$ cat config.mk
export PLATFORM = sky130hd
export DESIGN_NAME = bkm_digit_select_csd
export DESIGN_NICKNAME = d
export VERILOG_FILES = /design/src/rtl/bkm_digit_select_csd.sv
export SDC_FILE = /design/constraint.sdc
export NUM_CORES = 1
export LEC_CHECK = 0
export BUFFER_PORTS_ARGS = -buffer_cell sky130_fd_sc_hd__buf_4
export CORE_AREA = 2 2 106 108
export DETAILED_ROUTE_END_ITERATION = 10
export DIE_AREA = 0 0 108 110
export GPL_ROUTABILITY_DRIVEN = 0
export HOLD_SLACK_MARGIN = 0.1
export SLEW_MARGIN = 20
export SYNTH_ARGS = -nofsm -noshare
export SYNTH_HDL_FRONTEND = slang
export SYNTH_SLANG_ARGS = --single-unit
$ cat constraint.sdc
create_clock -name clk -period 3.5 [get_ports clk]
set_input_delay 0.7 -clock clk [delete_from_list [all_inputs] [get_ports clk]]
set_output_delay 0.7 -clock clk [all_outputs]
set_load 0.05 [all_outputs]
$ cat src/rtl/bkm_digit_select_csd.sv
// BKM E-mode digit selection: forms a K-digit signed estimate from the leading CSD residual digits and issues d_x/d_y.
// Optional feature macro BKM_DIGIT_SEL_ERR_EN adds a sticky sel_err flag for forbidden CSD codes.
module bkm_digit_select_csd #(
    parameter int W   = 64,
    parameter int N   = 64,
    parameter int K   = 4,
    parameter int T_X = 2,
    parameter int T_Y = 2
) (
    input  logic                   clk,
    input  logic                   arst,
    input  logic                   start,
    input  logic                   res_valid,
    input  logic [2*W-1:0]         ex_in,
    input  logic [2*W-1:0]         ey_in,
    input  logic                   d_ready,
    output logic                   d_valid,
    output logic [1:0]             d_x,
    output logic [1:0]             d_y,
    output logic [$clog2(N)-1:0]   iter,
    output logic                   busy,
    output logic                   done
`ifdef BKM_DIGIT_SEL_ERR_EN
    ,
    output logic                   sel_err
`endif
);

    localparam int IW = $clog2(N);
    localparam logic [IW-1:0]    LAST = IW'(N - 1);
    localparam logic signed [K:0] TX  = (K+1)'(T_X);
    localparam logic signed [K:0] TY  = (K+1)'(T_Y);

    typedef enum logic [2:0] {IDLE, WAIT_RES, EST, SEL, DONE} state_t;

    state_t              state, state_nxt;
    logic [2*K-1:0]      win_x, win_y;
    logic signed [K:0]   vx, vy;

    // Window digit j carries weight 2^j; forbidden code 10 contributes nothing.
    function automatic logic signed [K:0] csd_value(input logic [2*K-1:0] w);
        logic signed [K:0] acc;
        logic signed [K:0] p;
        acc = '0;
        for (int unsigned j = 0; j < K; j++) begin
            p    = '0;
            p[j] = 1'b1;
            if (w[2*j +: 2] == 2'b01)
                acc = acc + p;
            else if (w[2*j +: 2] == 2'b11)
                acc = acc - p;
        end
        return acc;
    endfunction

    function automatic logic [1:0] select_digit(input logic signed [K:0] v,
                                                input logic signed [K:0] t);
        if (v >= t)
            return 2'b01;
        else if (v <= -t)
            return 2'b11;
        else
            return 2'b00;
    endfunction

    always_ff @(posedge clk or posedge arst) begin
        if (arst)
            state <= IDLE;
        else
            state <= state_nxt;
    end

    always_comb begin
        state_nxt = state;
        busy      = (state != IDLE);
        done      = (state == DONE);
        case (state)
            IDLE:     if (start) state_nxt = WAIT_RES;
            WAIT_RES: if (res_valid) state_nxt = EST;
            EST:      state_nxt = SEL;
            SEL:      if (d_valid && d_ready) state_nxt = (iter == LAST) ? DONE : WAIT_RES;
            DONE:     state_nxt = IDLE;
            default:  state_nxt = IDLE;
        endcase
    end

    always_ff @(posedge clk or posedge arst) begin
        if (arst) begin
            win_x   <= '0;
            win_y   <= '0;
            vx      <= '0;
            vy      <= '0;
            d_valid <= 1'b0;
            d_x     <= '0;
            d_y     <= '0;
            iter    <= '0;
        end else begin
            case (state)
                IDLE: if (start) iter <= '0;
                WAIT_RES: if (res_valid) begin
                    win_x <= ex_in[2*W-1 -: 2*K];
                    win_y <= ey_in[2*W-1 -: 2*K];
                end
                EST: begin
                    vx <= csd_value(win_x);
                    vy <= csd_value(win_y);
                end
                // First SEL cycle registers the digit; it then holds until accepted.
                SEL: if (!d_valid) begin
                    d_x     <= select_digit(vx, TX);
                    d_y     <= select_digit(vy, TY);
                    d_valid <= 1'b1;
                end else if (d_ready) begin
                    d_valid <= 1'b0;
                    if (iter != LAST) iter <= iter + IW'(1);
                end
                DONE: iter <= '0;
                default: ;
            endcase
        end
    end

`ifdef BKM_DIGIT_SEL_ERR_EN
    function automatic logic has_forbidden(input logic [2*K-1:0] w);
        logic f;
        f = 1'b0;
        for (int unsigned j = 0; j < K; j++)
            if (w[2*j +: 2] == 2'b10) f = 1'b1;
        return f;
    endfunction

    always_ff @(posedge clk or posedge arst) begin
        if (arst)
            sel_err <= 1'b0;
        else if (state == IDLE && start)
            sel_err <= 1'b0;
        else if (state == WAIT_RES && res_valid &&
                 (has_forbidden(ex_in[2*W-1 -: 2*K]) || has_forbidden(ey_in[2*W-1 -: 2*K])))
            sel_err <= 1'b1;
    end
`endif

    generate
        if (K < W) begin : g_low_digits
            logic unused_low;
            assign unused_low = ^{ex_in[2*W-2*K-1:0], ey_in[2*W-2*K-1:0]};
        end
    endgenerate

endmodule
==> results of run 1 <==
state kept, by name, indices dropped and copies added (netlist names):
name / flops
vx: 5
d_y: 2
d_valid: 1
d_x: 2
win_y: 8
vy: 5
state: 3
win_x: 8
iter: 6
final cells by class:
cell class	instances	area, µm²
fillers	1156	8332
clock inverters	3	46.29
inverters	2	7.507
repair buffers	35	262.8
flip-flops and latches	40	1001
clock buffers	5	68.82
well taps	140	175.2
multi-input cells	114	804.5
metal layers:
metal,track usage [%],wire length [µm],vias up
li1,-,-,656
met1,10.21,1909,619
met2,10.06,1693,30
met3,0.8818,93,4
met4,3.571,70,0
met5,0,0,-
synthesized netlist by cell type, drive strengths merged (2+ instances only):
cell and number:
nor2b 3, o211ai 2, nor2 7, a21o 2, xnor2 2, nand3b 2, a21boi 2, o22a 2
nor3 5, nand3 9, nand2 17, buf 4, mux2 22, nand2b 3, inv 2, a21oi 7
o21ai 8, dfrtp 40, and2 3, xor2 2, nand4 3, a31oi 2
worst paths after layout:
kind	startpoint	endpoint	slack [ps]	cells after the start
worst max-delay path	state[2]$_DFFE_PP0P_	busy	1470	2
worst min-delay path	d_x[1]$_DFFE_PP0P_	d_x[1]$_DFFE_PP0P_	490	2
worst max register to register	state[1]$_DFFE_PP0P_	vy[0]$_DFFE_PP0P_	1650	3
worst min register to register	d_x[1]$_DFFE_PP0P_	d_x[1]$_DFFE_PP0P_	490	2
max in group asynchronous	arst	win_x[6]$_DFFE_PP0P_	2600	3
min in group asynchronous	arst	win_y[1]$_DFFE_PP0P_	540	3
worst register-to-register path, cell delays in order (launching register included):
cell     delay (ps)
dfrtp_1         450
inv_1           110
nor3_2          770
mux2_2          420
power by group through the flow:
stage,sequential (µW),clock [µW],combinational [µW]
2_1_floorplan,1060,0,609
3_3_place_gp,895,0,1000
3_5_place_dp,911,0,1020
4_1_cts,900,400,1030
5_1_grt,942,419,1120
6_report,896,385,1000
per-stage QoR:
step | utilization, % | std cells | hold slack, ps
detailed placement | 21.04 | 331 | 475.1
global placement | 21.04 | 331 | 466.5
global route | 22.12 | 339 | 522.6
floorplan | - | 160 | 480.4
finish | 22.12 | 339 | 485.1
CTS | 22.12 | 339 | 494.5
logic make-up after synthesis:
logic type / Yosys count
buf+inv: 6
flops: 40
simple gates: 56
fa+ha+maj: 1
mux: 22
xor+xnor: 4
compound gates: 31
==> run_summary.xml, run 1 <==
<?xml version="1.0" encoding="UTF-8"?>
<metrics>
  <group name="power_and_ir_drop">
    <metric name="power.sequential.fraction" unit="%">39.2</metric>
    <metric name="total_switching_power" unit="µW">937.8</metric>
    <metric name="share_comb_of_total_power" unit="%">44.0</metric>
    <metric name="power_density" unit="nW/µm²">965.8</metric>
    <metric name="total_leakage_power" unit="µW">0.0009849</metric>
    <metric name="irDropWorstVdd" unit="mV">0.2814</metric>
    <metric name="p_sw_share" unit="%">41.04</metric>
    <metric name="power.total" unit="µW">2285</metric>
    <metric name="intPower" unit="µW">1347</metric>
    <metric name="fraction_of_power_consumed_by_the_clock_network" unit="%">16.9</metric>
  </group>
  <group name="synthesis">
    <metric name="yosysWarningCount" unit="">0</metric>
    <metric name="synth.mux.area_fraction" unit="%">13.36</metric>
    <metric name="combinational_family_with_the_most_area_after_synthesis" unit="">simple AND/OR/NAND/NOR gates</metric>
    <metric name="post_synth_edffs" unit="">0</metric>
    <metric name="yosys.area_share.adder" unit="%">0.6748</metric>
    <metric name="seq_area_frac_synth" unit="%">53.98</metric>
    <metric name="synth-simple-area-share" unit="%">15.92</metric>
    <metric name="dominantRegCellSynth" unit="">dfrtp_1</metric>
    <metric name="synth.cell_area" unit="µm²">1854</metric>
    <metric name="ys_types" unit="">39</metric>
    <metric name="synth.area.top_cells" unit="">dfrtp_1, mux2_2, nand2_1, nand3_1, o21ai_0</metric>
    <metric name="mappedNetlistNets" unit="">422</metric>
    <metric name="synthDominantAreaCellType" unit="">dfrtp_1</metric>
    <metric name="mean_syn_cell_area" unit="µm²">11.59</metric>
    <metric name="yosys.area_share.xor_xnor" unit="%">1.889</metric>
    <metric name="async_flop_share" unit="%">100.0</metric>
    <metric name="syn_inst" unit="">160</metric>
    <metric name="yosys.area.top_type_share" unit="%">53.98</metric>
    <metric name="synth.ff_latch_count" unit="">40</metric>
    <metric name="synth_compound_gate_area_share" unit="%">11.54</metric>
  </group>
  <group name="sta">
    <metric name="post-route-min-period" unit="ps">2035</metric>
    <metric name="timing_worst_slew_pin_value" unit="ps">952.7</metric>
    <metric name="finalSetupTns" unit="ps">0</metric>
    <metric name="finalSetupViolCount" unit="">0</metric>
    <metric name="min_period_over_period" unit="%">58.14</metric>
    <metric name="final_max_slew_viol_count" unit="">0</metric>
    <metric name="timing.max_slew.rel_slack" unit="%">36.14</metric>
    <metric name="finalWorstSetupSlack" unit="ps">1465</metric>
    <metric name="fmaxAchievable" unit="MHz">491.4</metric>
    <metric name="setup_repair_after_global_routing_missed_its_margin" unit="">no</metric>
    <metric name="fin_skew" unit="ps">6.731</metric>
    <metric name="timing.final.hold_violations" unit="">0</metric>
  </group>
  <group name="setup_path">
    <metric name="cp_num_buf_inv" unit="">1</metric>
    <metric name="worst_path_cell_chain" unit="">or3_1 -&gt; buf_4</metric>
    <metric name="gate_family_responsible_for_the_most_delay_along_the_worst_path" unit="">flip-flops</metric>
    <metric name="cp_max_fo" unit="">8</metric>
    <metric name="critical_path.slowest_cell" unit="">dfrtp_1</metric>
    <metric name="critPathArrivalTime" unit="ps">1330</metric>
    <metric name="critical_path.max_stage_delay" unit="ps">460</metric>
    <metric name="worst_ep_required_time" unit="ps">2800</metric>
    <metric name="critical_path.endpoint_type" unit="">primary output</metric>
    <metric name="type_of_origin_of_the_critical_path" unit="">flop</metric>
    <metric name="timing_worst_setup_path_type" unit="">flop to primary output</metric>
  </group>
  <group name="final_layout">
    <metric name="fraction_of_final_layout_cells_with_drive_strength_greater_than_1" unit="%">35.68</metric>
    <metric name="layout.cell_area.non_filler" unit="µm²">2366</metric>
    <metric name="final_common_cell" unit="">dfrtp_1</metric>
    <metric name="n_antenna_cell" unit="">0</metric>
    <metric name="synthesis_to_finish_area_growth" unit="%">27.60</metric>
    <metric name="most-common-layout-cells" unit="">dfrtp_1, buf_4, mux2_2</metric>
    <metric name="final_nets" unit="">460</metric>
  </group>
  <group name="clock_tree">
    <metric name="cts.root.buffer_cell" unit="">clkbuf_8</metric>
    <metric name="htree_levels" unit="">2</metric>
    <metric name="clock_path_buffers" unit="">2</metric>
    <metric name="path_clk_slew" unit="ps">80</metric>
    <metric name="post_cts_resized" unit="">0</metric>
    <metric name="cts_buffers" unit="">5</metric>
    <metric name="cts_hold_buffers" unit="">0</metric>
    <metric name="clock_tree_from_tritoncts" unit="">built</metric>
    <metric name="tritoncts_num_sinks" unit="">40</metric>
    <metric name="clk-insertion-delay-late" unit="ps">290</metric>
    <metric name="cts_setup_buffers" unit="">0</metric>
  </group>
  <group name="global_routing">
    <metric name="first_global_vias" unit="">1292</metric>
    <metric name="grt_usage" unit="%">6.992</metric>
    <metric name="gr-total-overflow" unit="">0</metric>
    <metric name="grt_antenna_before_repair" unit="">0</metric>
    <metric name="pin_count_of_the_biggest_net_entering_global_routing" unit="">41</metric>
    <metric name="first_pass_grt_wire_length" unit="mm">6.437</metric>
  </group>
  <group name="detailed_routing">
    <metric name="detail_route.wl_per_cell" unit="µm">11.11</metric>
    <metric name="vias" unit="">1309</metric>
    <metric name="initialDrtViolationCount" unit="">61</metric>
    <metric name="number_of_optimization_iterations_in_the_first_detailed_route_pass" unit="">4</metric>
    <metric name="drc_viols" unit="">0</metric>
    <metric name="detail-route-antenna-nets" unit="">0</metric>
    <metric name="detail_route.wirelength" unit="mm">3.766</metric>
    <metric name="ratio_of_routed_vias_to_standard_cells" unit="">3.861</metric>
  </group>
  <group name="floorplan">
    <metric name="design.die.area" unit="µm²">11880</metric>
    <metric name="fp.dieH" unit="µm">110</metric>
    <metric name="initial_core_utilization" unit="%">17.33</metric>
    <metric name="fp.dieW" unit="µm">108</metric>
    <metric name="core" unit="µm²">10700</metric>
    <metric name="number_of_top_level_pins" unit="">274</metric>
    <metric name="rows" unit="">38</metric>
  </group>
  <group name="min_path">
    <metric name="hold_path_class" unit="">flop to flop</metric>
  </group>
  <group name="job">
    <metric name="drv_cap" unit="">0</metric>
  </group>
  <group name="placement">
    <metric name="place.port_buffers" unit="">33</metric>
    <metric name="dpl-instance-area" unit="µm²">2251</metric>
    <metric name="place_worst_setup_slack" unit="ps">1617</metric>
    <metric name="dp.final_hpwl" unit="mm">2.836</metric>
  </group>
  <group name="run_status">
    <metric name="status" unit="">complete, no violations</metric>
  </group>
</metrics>
Note: power is estimated with default switching activity, not from simulation.
==> run 2, diff against run 1 <==
- clock period: 3.5 -> 1.9 ns (I/O delays scaled with it)
==> run_summary.xml, run 2 (same netlist as run 1, synthesis figures left out) <==
<?xml version="1.0" encoding="UTF-8"?>
<metrics>
  <group name="setup_path">
    <metric name="worst_path_cell_chain" unit="">or3_1 -&gt; buf_4</metric>
    <metric name="cp_max_fo" unit="">8</metric>
    <metric name="slack_of_the_worst_reg_to_reg_path" unit="ps">290</metric>
    <metric name="critical_path.max_stage_delay" unit="ps">460</metric>
    <metric name="gate_family_responsible_for_the_most_delay_along_the_worst_path" unit="">flip-flops</metric>
    <metric name="worst_ep_required_time" unit="ps">1520</metric>
    <metric name="critical_path.slowest_cell" unit="">dfrtp_1</metric>
    <metric name="timing_worst_setup_path_type" unit="">flop to primary output</metric>
    <metric name="type_of_origin_of_the_critical_path" unit="">flop</metric>
    <metric name="cp_num_buf_inv" unit="">1</metric>
    <metric name="critical_path.endpoint_type" unit="">primary output</metric>
    <metric name="critPathArrivalTime" unit="ps">1340</metric>
  </group>
  <group name="clock_tree">
    <metric name="clk-insertion-delay-late" unit="ps">290</metric>
    <metric name="clock_tree_from_tritoncts" unit="">built</metric>
    <metric name="clock_path_buffers" unit="">2</metric>
    <metric name="cts_setup_buffers" unit="">0</metric>
    <metric name="tritoncts_num_sinks" unit="">40</metric>
    <metric name="htree_levels" unit="">2</metric>
    <metric name="cts_hold_buffers" unit="">0</metric>
    <metric name="post_cts_resized" unit="">0</metric>
    <metric name="cts_buffers" unit="">5</metric>
    <metric name="path_clk_slew" unit="ps">80</metric>
    <metric name="cts.root.buffer_cell" unit="">clkbuf_8</metric>
  </group>
  <group name="floorplan">
    <metric name="initial_core_utilization" unit="%">17.33</metric>
    <metric name="fp.dieH" unit="µm">110</metric>
    <metric name="number_of_top_level_pins" unit="">274</metric>
    <metric name="core" unit="µm²">10700</metric>
    <metric name="design.die.area" unit="µm²">11880</metric>
    <metric name="rows" unit="">38</metric>
    <metric name="fp.dieW" unit="µm">108</metric>
  </group>
  <group name="sta">
    <metric name="fmaxAchievable" unit="MHz">580.1</metric>
    <metric name="final_max_slew_viol_count" unit="">0</metric>
    <metric name="post-route-min-period" unit="ps">1724</metric>
    <metric name="fin_skew" unit="ps">7.362</metric>
    <metric name="timing.final.hold_violations" unit="">0</metric>
    <metric name="finalSetupViolCount" unit="">0</metric>
    <metric name="finalWorstSetupSlack" unit="ps">176.2</metric>
    <metric name="min_period_over_period" unit="%">90.73</metric>
    <metric name="finalSetupTns" unit="ps">0</metric>
    <metric name="timing_worst_slew_pin_value" unit="ps">528.3</metric>
    <metric name="setup_repair_after_global_routing_missed_its_margin" unit="">no</metric>
    <metric name="timing.max_slew.rel_slack" unit="%">64.78</metric>
  </group>
  <group name="power_and_ir_drop">
    <metric name="total_leakage_power" unit="µW">0.0009952</metric>
    <metric name="power_density" unit="nW/µm²">1776</metric>
    <metric name="power.sequential.fraction" unit="%">39.1</metric>
    <metric name="power.total" unit="µW">4229</metric>
    <metric name="share_comb_of_total_power" unit="%">44.1</metric>
    <metric name="fraction_of_power_consumed_by_the_clock_network" unit="%">16.8</metric>
    <metric name="intPower" unit="µW">2504</metric>
    <metric name="p_sw_share" unit="%">40.78</metric>
    <metric name="irDropWorstVdd" unit="mV">0.5049</metric>
    <metric name="total_switching_power" unit="µW">1725</metric>
  </group>
  <group name="final_layout">
    <metric name="n_antenna_cell" unit="">0</metric>
    <metric name="final_common_cell" unit="">dfrtp_1</metric>
    <metric name="reg_top3" unit="">win_x: 8 flops, win_y: 8 flops, iter: 6 flops</metric>
    <metric name="postLayoutCoreUtil" unit="%">22.26</metric>
    <metric name="fraction_of_final_layout_cells_with_drive_strength_greater_than_1" unit="%">36.32</metric>
    <metric name="most-common-layout-cells" unit="">dfrtp_1, buf_4, mux2_2</metric>
    <metric name="stdcell_count" unit="">341</metric>
    <metric name="final_nets" unit="">462</metric>
    <metric name="synthesis_to_finish_area_growth" unit="%">28.41</metric>
  </group>
  <group name="detailed_routing">
    <metric name="highest-signal-layer" unit="">met4</metric>
    <metric name="drc_viols" unit="">0</metric>
    <metric name="detail_route.wl_per_cell" unit="µm">11.15</metric>
    <metric name="detail_route.wirelength" unit="mm">3.801</metric>
    <metric name="met1Wirelength" unit="mm">2.027</metric>
    <metric name="number_of_optimization_iterations_in_the_first_detailed_route_pass" unit="">4</metric>
    <metric name="detail-route-antenna-nets" unit="">0</metric>
    <metric name="detailroute.wirelength.met2" unit="mm">1.593</metric>
    <metric name="ratio_of_routed_vias_to_standard_cells" unit="">3.821</metric>
    <metric name="initialDrtViolationCount" unit="">48</metric>
    <metric name="wl_met3" unit="µm">97</metric>
    <metric name="vias" unit="">1303</metric>
  </group>
  <group name="run_status">
    <metric name="status" unit="">complete, no violations</metric>
  </group>
  <group name="job">
    <metric name="drv_cap" unit="">0</metric>
  </group>
  <group name="global_routing">
    <metric name="grt_usage" unit="%">6.720</metric>
    <metric name="first_pass_grt_wire_length" unit="mm">6.175</metric>
    <metric name="grt_antenna_before_repair" unit="">0</metric>
    <metric name="gr-total-overflow" unit="">0</metric>
    <metric name="first_global_vias" unit="">1231</metric>
    <metric name="pin_count_of_the_biggest_net_entering_global_routing" unit="">41</metric>
  </group>
  <group name="placement">
    <metric name="dp.final_hpwl" unit="mm">2.858</metric>
    <metric name="place.port_buffers" unit="">33</metric>
    <metric name="place_worst_setup_slack" unit="ps">292.2</metric>
    <metric name="dpl.cell_count" unit="">333</metric>
  </group>
  <group name="min_path">
    <metric name="hold_path_class" unit="">input port to asynchronous set/reset pin</metric>
  </group>
</metrics>
[run 2: changes by cell type in the layout (fill, tap and decap cells not counted)]
cell / change
buf_4: +2
[run 2: metrics by stage]
| step | hold WS [ps] | cell area (µm²) |
|---|---|---|
| detailed placement | 472.9 | 2266 |
| global placement | 468.1 | 2266 |
| CTS | 239.6 | 2381 |
| floorplan | 480.4 | 1854 |
| finish | 220.1 | 2381 |
| global route | 247.6 | 2381 |
[run 2: metal layers]
layer,vias up,GRT usage [%]
met5,-,0
met4,0,3.571
met3,5,0.9406
met2,29,9.254
met1,616,10.04
li1,653,-
[run 2: final timing paths]
kind / from / to / cells past startpoint
worst max-delay path: state[2]$_DFFE_PP0P_ / busy / 2
worst min-delay path: arst / win_y[1]$_DFFE_PP0P_ / 3
worst max register to register: iter[0]$_DFFE_PP0P_ / iter[2]$_DFFE_PP0P_ / 5
worst min register to register: d_y[1]$_DFFE_PP0P_ / d_y[1]$_DFFE_PP0P_ / 2
max in group asynchronous: arst / vx[3]$_DFFE_PP0P_ / 3
min in group clk: ey_in[127] / win_y[7]$_DFFE_PP0P_ / 2
[run 2: power by group through the flow]
stage / Sequential (µW) / Combinational, µW / Clock, µW
floorplan: 1960 / 1120 / 0
global placement: 1650 / 1870 / 0
detailed placement: 1680 / 1900 / 0
CTS: 1660 / 1910 / 739
global route: 1740 / 2050 / 771
finish: 1650 / 1860 / 710
[run 2: tightest hold or removal path: stages]
cell and delay [ps]:
buf_4 110, inv_1 40, buf_4 430
[run 2: cell type report]
type                            instances  area [µm²]
Timing Repair Buffer                   37       277.8
Clock buffer                            5       68.82
Inverter                                2       7.507
Sequential cell                        40        1001
Clock inverter                          3       46.29
Multi-Input combinational cell        114       804.5
Fill cell                            1160        8317
Tap cell                              140       175.2
==> run 3, diff against run 2 <==
- RECOVER_POWER: default -> 100
- SKIP_CTS_REPAIR_TIMING: default -> 1
==> run_summary.xml, run 3 (same netlist as run 1, synthesis figures left out) <==
<?xml version="1.0" encoding="UTF-8"?>
<metrics>
  <group name="run_status">
    <metric name="status" unit="">complete, no violations</metric>
  </group>
  <group name="sta">
    <metric name="min_period_over_period" unit="%">91.82</metric>
    <metric name="finalSetupTns" unit="ps">0</metric>
    <metric name="fin_skew" unit="ps">7.308</metric>
    <metric name="timing.final.hold_violations" unit="">0</metric>
    <metric name="holdWs" unit="ps">314.3</metric>
    <metric name="timing.max_slew.rel_slack" unit="%">31.66</metric>
    <metric name="timing_worst_slew_pin_value" unit="ps">1025</metric>
    <metric name="setup_repair_after_global_routing_missed_its_margin" unit="">no</metric>
    <metric name="finalSetupViolCount" unit="">0</metric>
    <metric name="post-route-min-period" unit="ps">1745</metric>
    <metric name="final_max_slew_viol_count" unit="">0</metric>
    <metric name="fmaxAchievable" unit="MHz">573.2</metric>
  </group>
  <group name="setup_path">
    <metric name="reg2reg_to" unit="">iter[2]$_DFFE_PP0P_</metric>
    <metric name="worst_ep_required_time" unit="ps">1520</metric>
    <metric name="critical_path.max_stage_delay" unit="ps">450</metric>
    <metric name="regToRegStartpoint" unit="">iter[0]$_DFFE_PP0P_</metric>
    <metric name="critical_path.endpoint_type" unit="">primary output</metric>
    <metric name="type_of_origin_of_the_critical_path" unit="">flop</metric>
    <metric name="critPathArrivalTime" unit="ps">1360</metric>
    <metric name="slack_of_the_worst_reg_to_reg_path" unit="ps">200</metric>
    <metric name="critical_path.slowest_cell" unit="">dfrtp_1</metric>
    <metric name="r2r.worst_path.cells" unit="">5</metric>
    <metric name="timing_worst_setup_path_type" unit="">flop to primary output</metric>
    <metric name="cp_max_fo" unit="">8</metric>
    <metric name="worst_path_cell_chain" unit="">or3_1 -&gt; clkbuf_2</metric>
  </group>
  <group name="global_routing">
    <metric name="grt_usage" unit="%">6.720</metric>
    <metric name="first_pass_grt_wire_length" unit="mm">6.175</metric>
    <metric name="gr-total-overflow" unit="">0</metric>
    <metric name="pin_count_of_the_biggest_net_entering_global_routing" unit="">41</metric>
    <metric name="grt_antenna_before_repair" unit="">0</metric>
    <metric name="first_global_vias" unit="">1231</metric>
  </group>
  <group name="floorplan">
    <metric name="core" unit="µm²">10700</metric>
    <metric name="fp.dieH" unit="µm">110</metric>
    <metric name="rows" unit="">38</metric>
    <metric name="number_of_top_level_pins" unit="">274</metric>
    <metric name="fp.dieW" unit="µm">108</metric>
    <metric name="design.die.area" unit="µm²">11880</metric>
    <metric name="initial_core_utilization" unit="%">17.33</metric>
  </group>
  <group name="final_layout">
    <metric name="n_antenna_cell" unit="">0</metric>
    <metric name="fraction_of_final_layout_cells_with_drive_strength_greater_than_1" unit="%">27.86</metric>
    <metric name="most-common-layout-cells" unit="">dfrtp_1, mux2_2, buf_4</metric>
    <metric name="final_common_cell" unit="">dfrtp_1</metric>
    <metric name="final_nets" unit="">462</metric>
    <metric name="reg_top3" unit="">win_x: 8 flops, win_y: 8 flops, iter: 6 flops</metric>
    <metric name="stdcell_count" unit="">341</metric>
    <metric name="synthesis_to_finish_area_growth" unit="%">24.02</metric>
    <metric name="layout.cell_area.non_filler" unit="µm²">2300</metric>
  </group>
  <group name="detailed_routing">
    <metric name="detail-route-antenna-nets" unit="">0</metric>
    <metric name="initialDrtViolationCount" unit="">59</metric>
    <metric name="detail_route.wl_per_cell" unit="µm">11.20</metric>
    <metric name="ratio_of_routed_vias_to_standard_cells" unit="">3.812</metric>
    <metric name="vias" unit="">1300</metric>
    <metric name="drc_viols" unit="">0</metric>
    <metric name="number_of_optimization_iterations_in_the_first_detailed_route_pass" unit="">4</metric>
    <metric name="detail_route.wirelength" unit="mm">3.820</metric>
  </group>
  <group name="clock_tree">
    <metric name="cts.root.buffer_cell" unit="">clkbuf_8</metric>
    <metric name="clock_path_buffers" unit="">2</metric>
    <metric name="tritoncts_num_sinks" unit="">40</metric>
    <metric name="clock_tree_from_tritoncts" unit="">built</metric>
    <metric name="cts_buffers" unit="">5</metric>
    <metric name="clk-insertion-delay-late" unit="ps">290</metric>
    <metric name="path_clk_slew" unit="ps">80</metric>
    <metric name="htree_levels" unit="">2</metric>
  </group>
  <group name="placement">
    <metric name="dpl-instance-area" unit="µm²">2266</metric>
    <metric name="place.port_buffers" unit="">33</metric>
    <metric name="dpl.cell_count" unit="">333</metric>
    <metric name="dp.final_hpwl" unit="mm">2.858</metric>
  </group>
  <group name="power_and_ir_drop">
    <metric name="total_leakage_power" unit="µW">0.0009374</metric>
    <metric name="power_density" unit="nW/µm²">1777</metric>
    <metric name="irDropWorstVdd" unit="mV">0.5045</metric>
    <metric name="power.total" unit="µW">4086</metric>
  </group>
  <group name="job">
    <metric name="drv_cap" unit="">0</metric>
  </group>
  <group name="min_path">
    <metric name="endpoint_worst_hold" unit="">win_y[7]$_DFFE_PP0P_</metric>
    <metric name="hp-start" unit="">ey_in[127]</metric>
    <metric name="hold_path_class" unit="">input port to flop</metric>
    <metric name="hold-path-cell-count" unit="">2</metric>
  </group>
</metrics>
-- run 3: changes by cell type in the layout (fill, tap and decap cells not counted), sizes merged --
cell and change:
buf -16, clkbuf +16
-- run 3: worst max-delay path by stage --
stage                         start             endpoint  slack, ps  cells after the start
3_5_place_dp   state[2]$_DFFE_PP0P_  iter[2]$_DFFE_PP0P_        290                      4
2_1_floorplan   iter[0]$_DFFE_PP0P_  iter[2]$_DFFE_PP0P_        150                      5
6_report       state[2]$_DFFE_PP0P_                 busy        160                      2
4_1_cts        state[2]$_DFFE_PP0P_                 busy        170                      2
3_3_place_gp   state[2]$_DFFE_PP0P_  iter[2]$_DFFE_PP0P_        300                      4
5_1_grt         iter[0]$_DFFE_PP0P_  iter[2]$_DFFE_PP0P_         90                      5
-- run 3: metal layers --
layer / wire length, µm / global-route usage (%)
met3: 95 / 0.9406
met1: 2054 / 10.04
met2: 1601 / 9.254
met5: 0 / 0
met4: 69 / 3.571
-- run 3: stage by stage --
stage	worst slack (ps)	util (%)
after global placement	304.8	21.18
after global routing	90.17	21.50
after CTS	165.8	22.26
after detailed placement	292.2	21.18
final	155.5	21.50
after floorplan	148.3	-
-- run 3: power by group --
group / internal, µW / leakage [µW] / switching (µW)
Clock: 396 / 0.0000548 / 313
Sequential: 1270 / 0.000465 / 377
Combinational: 711 / 0.000417 / 1020
Total: 2380 / 0.000937 / 1710
-- run 3: layout make-up --
cell class,instances,area (µm²)
repair buffers,37,226.5
fillers,1179,8398
clock inverters,3,46.29
multi-input cells,114,774.5
well taps,140,175.2
flip-flops and latches,40,1001
clock buffers,5,68.82
inverters,2,7.507
-- run 3: critical path: cells and delay by family (launching register included) --
family                 cells  cell delay (ps)
AND/OR/NAND/NOR            1              390
flip-flops                 1              450
buffers and inverters      1              240
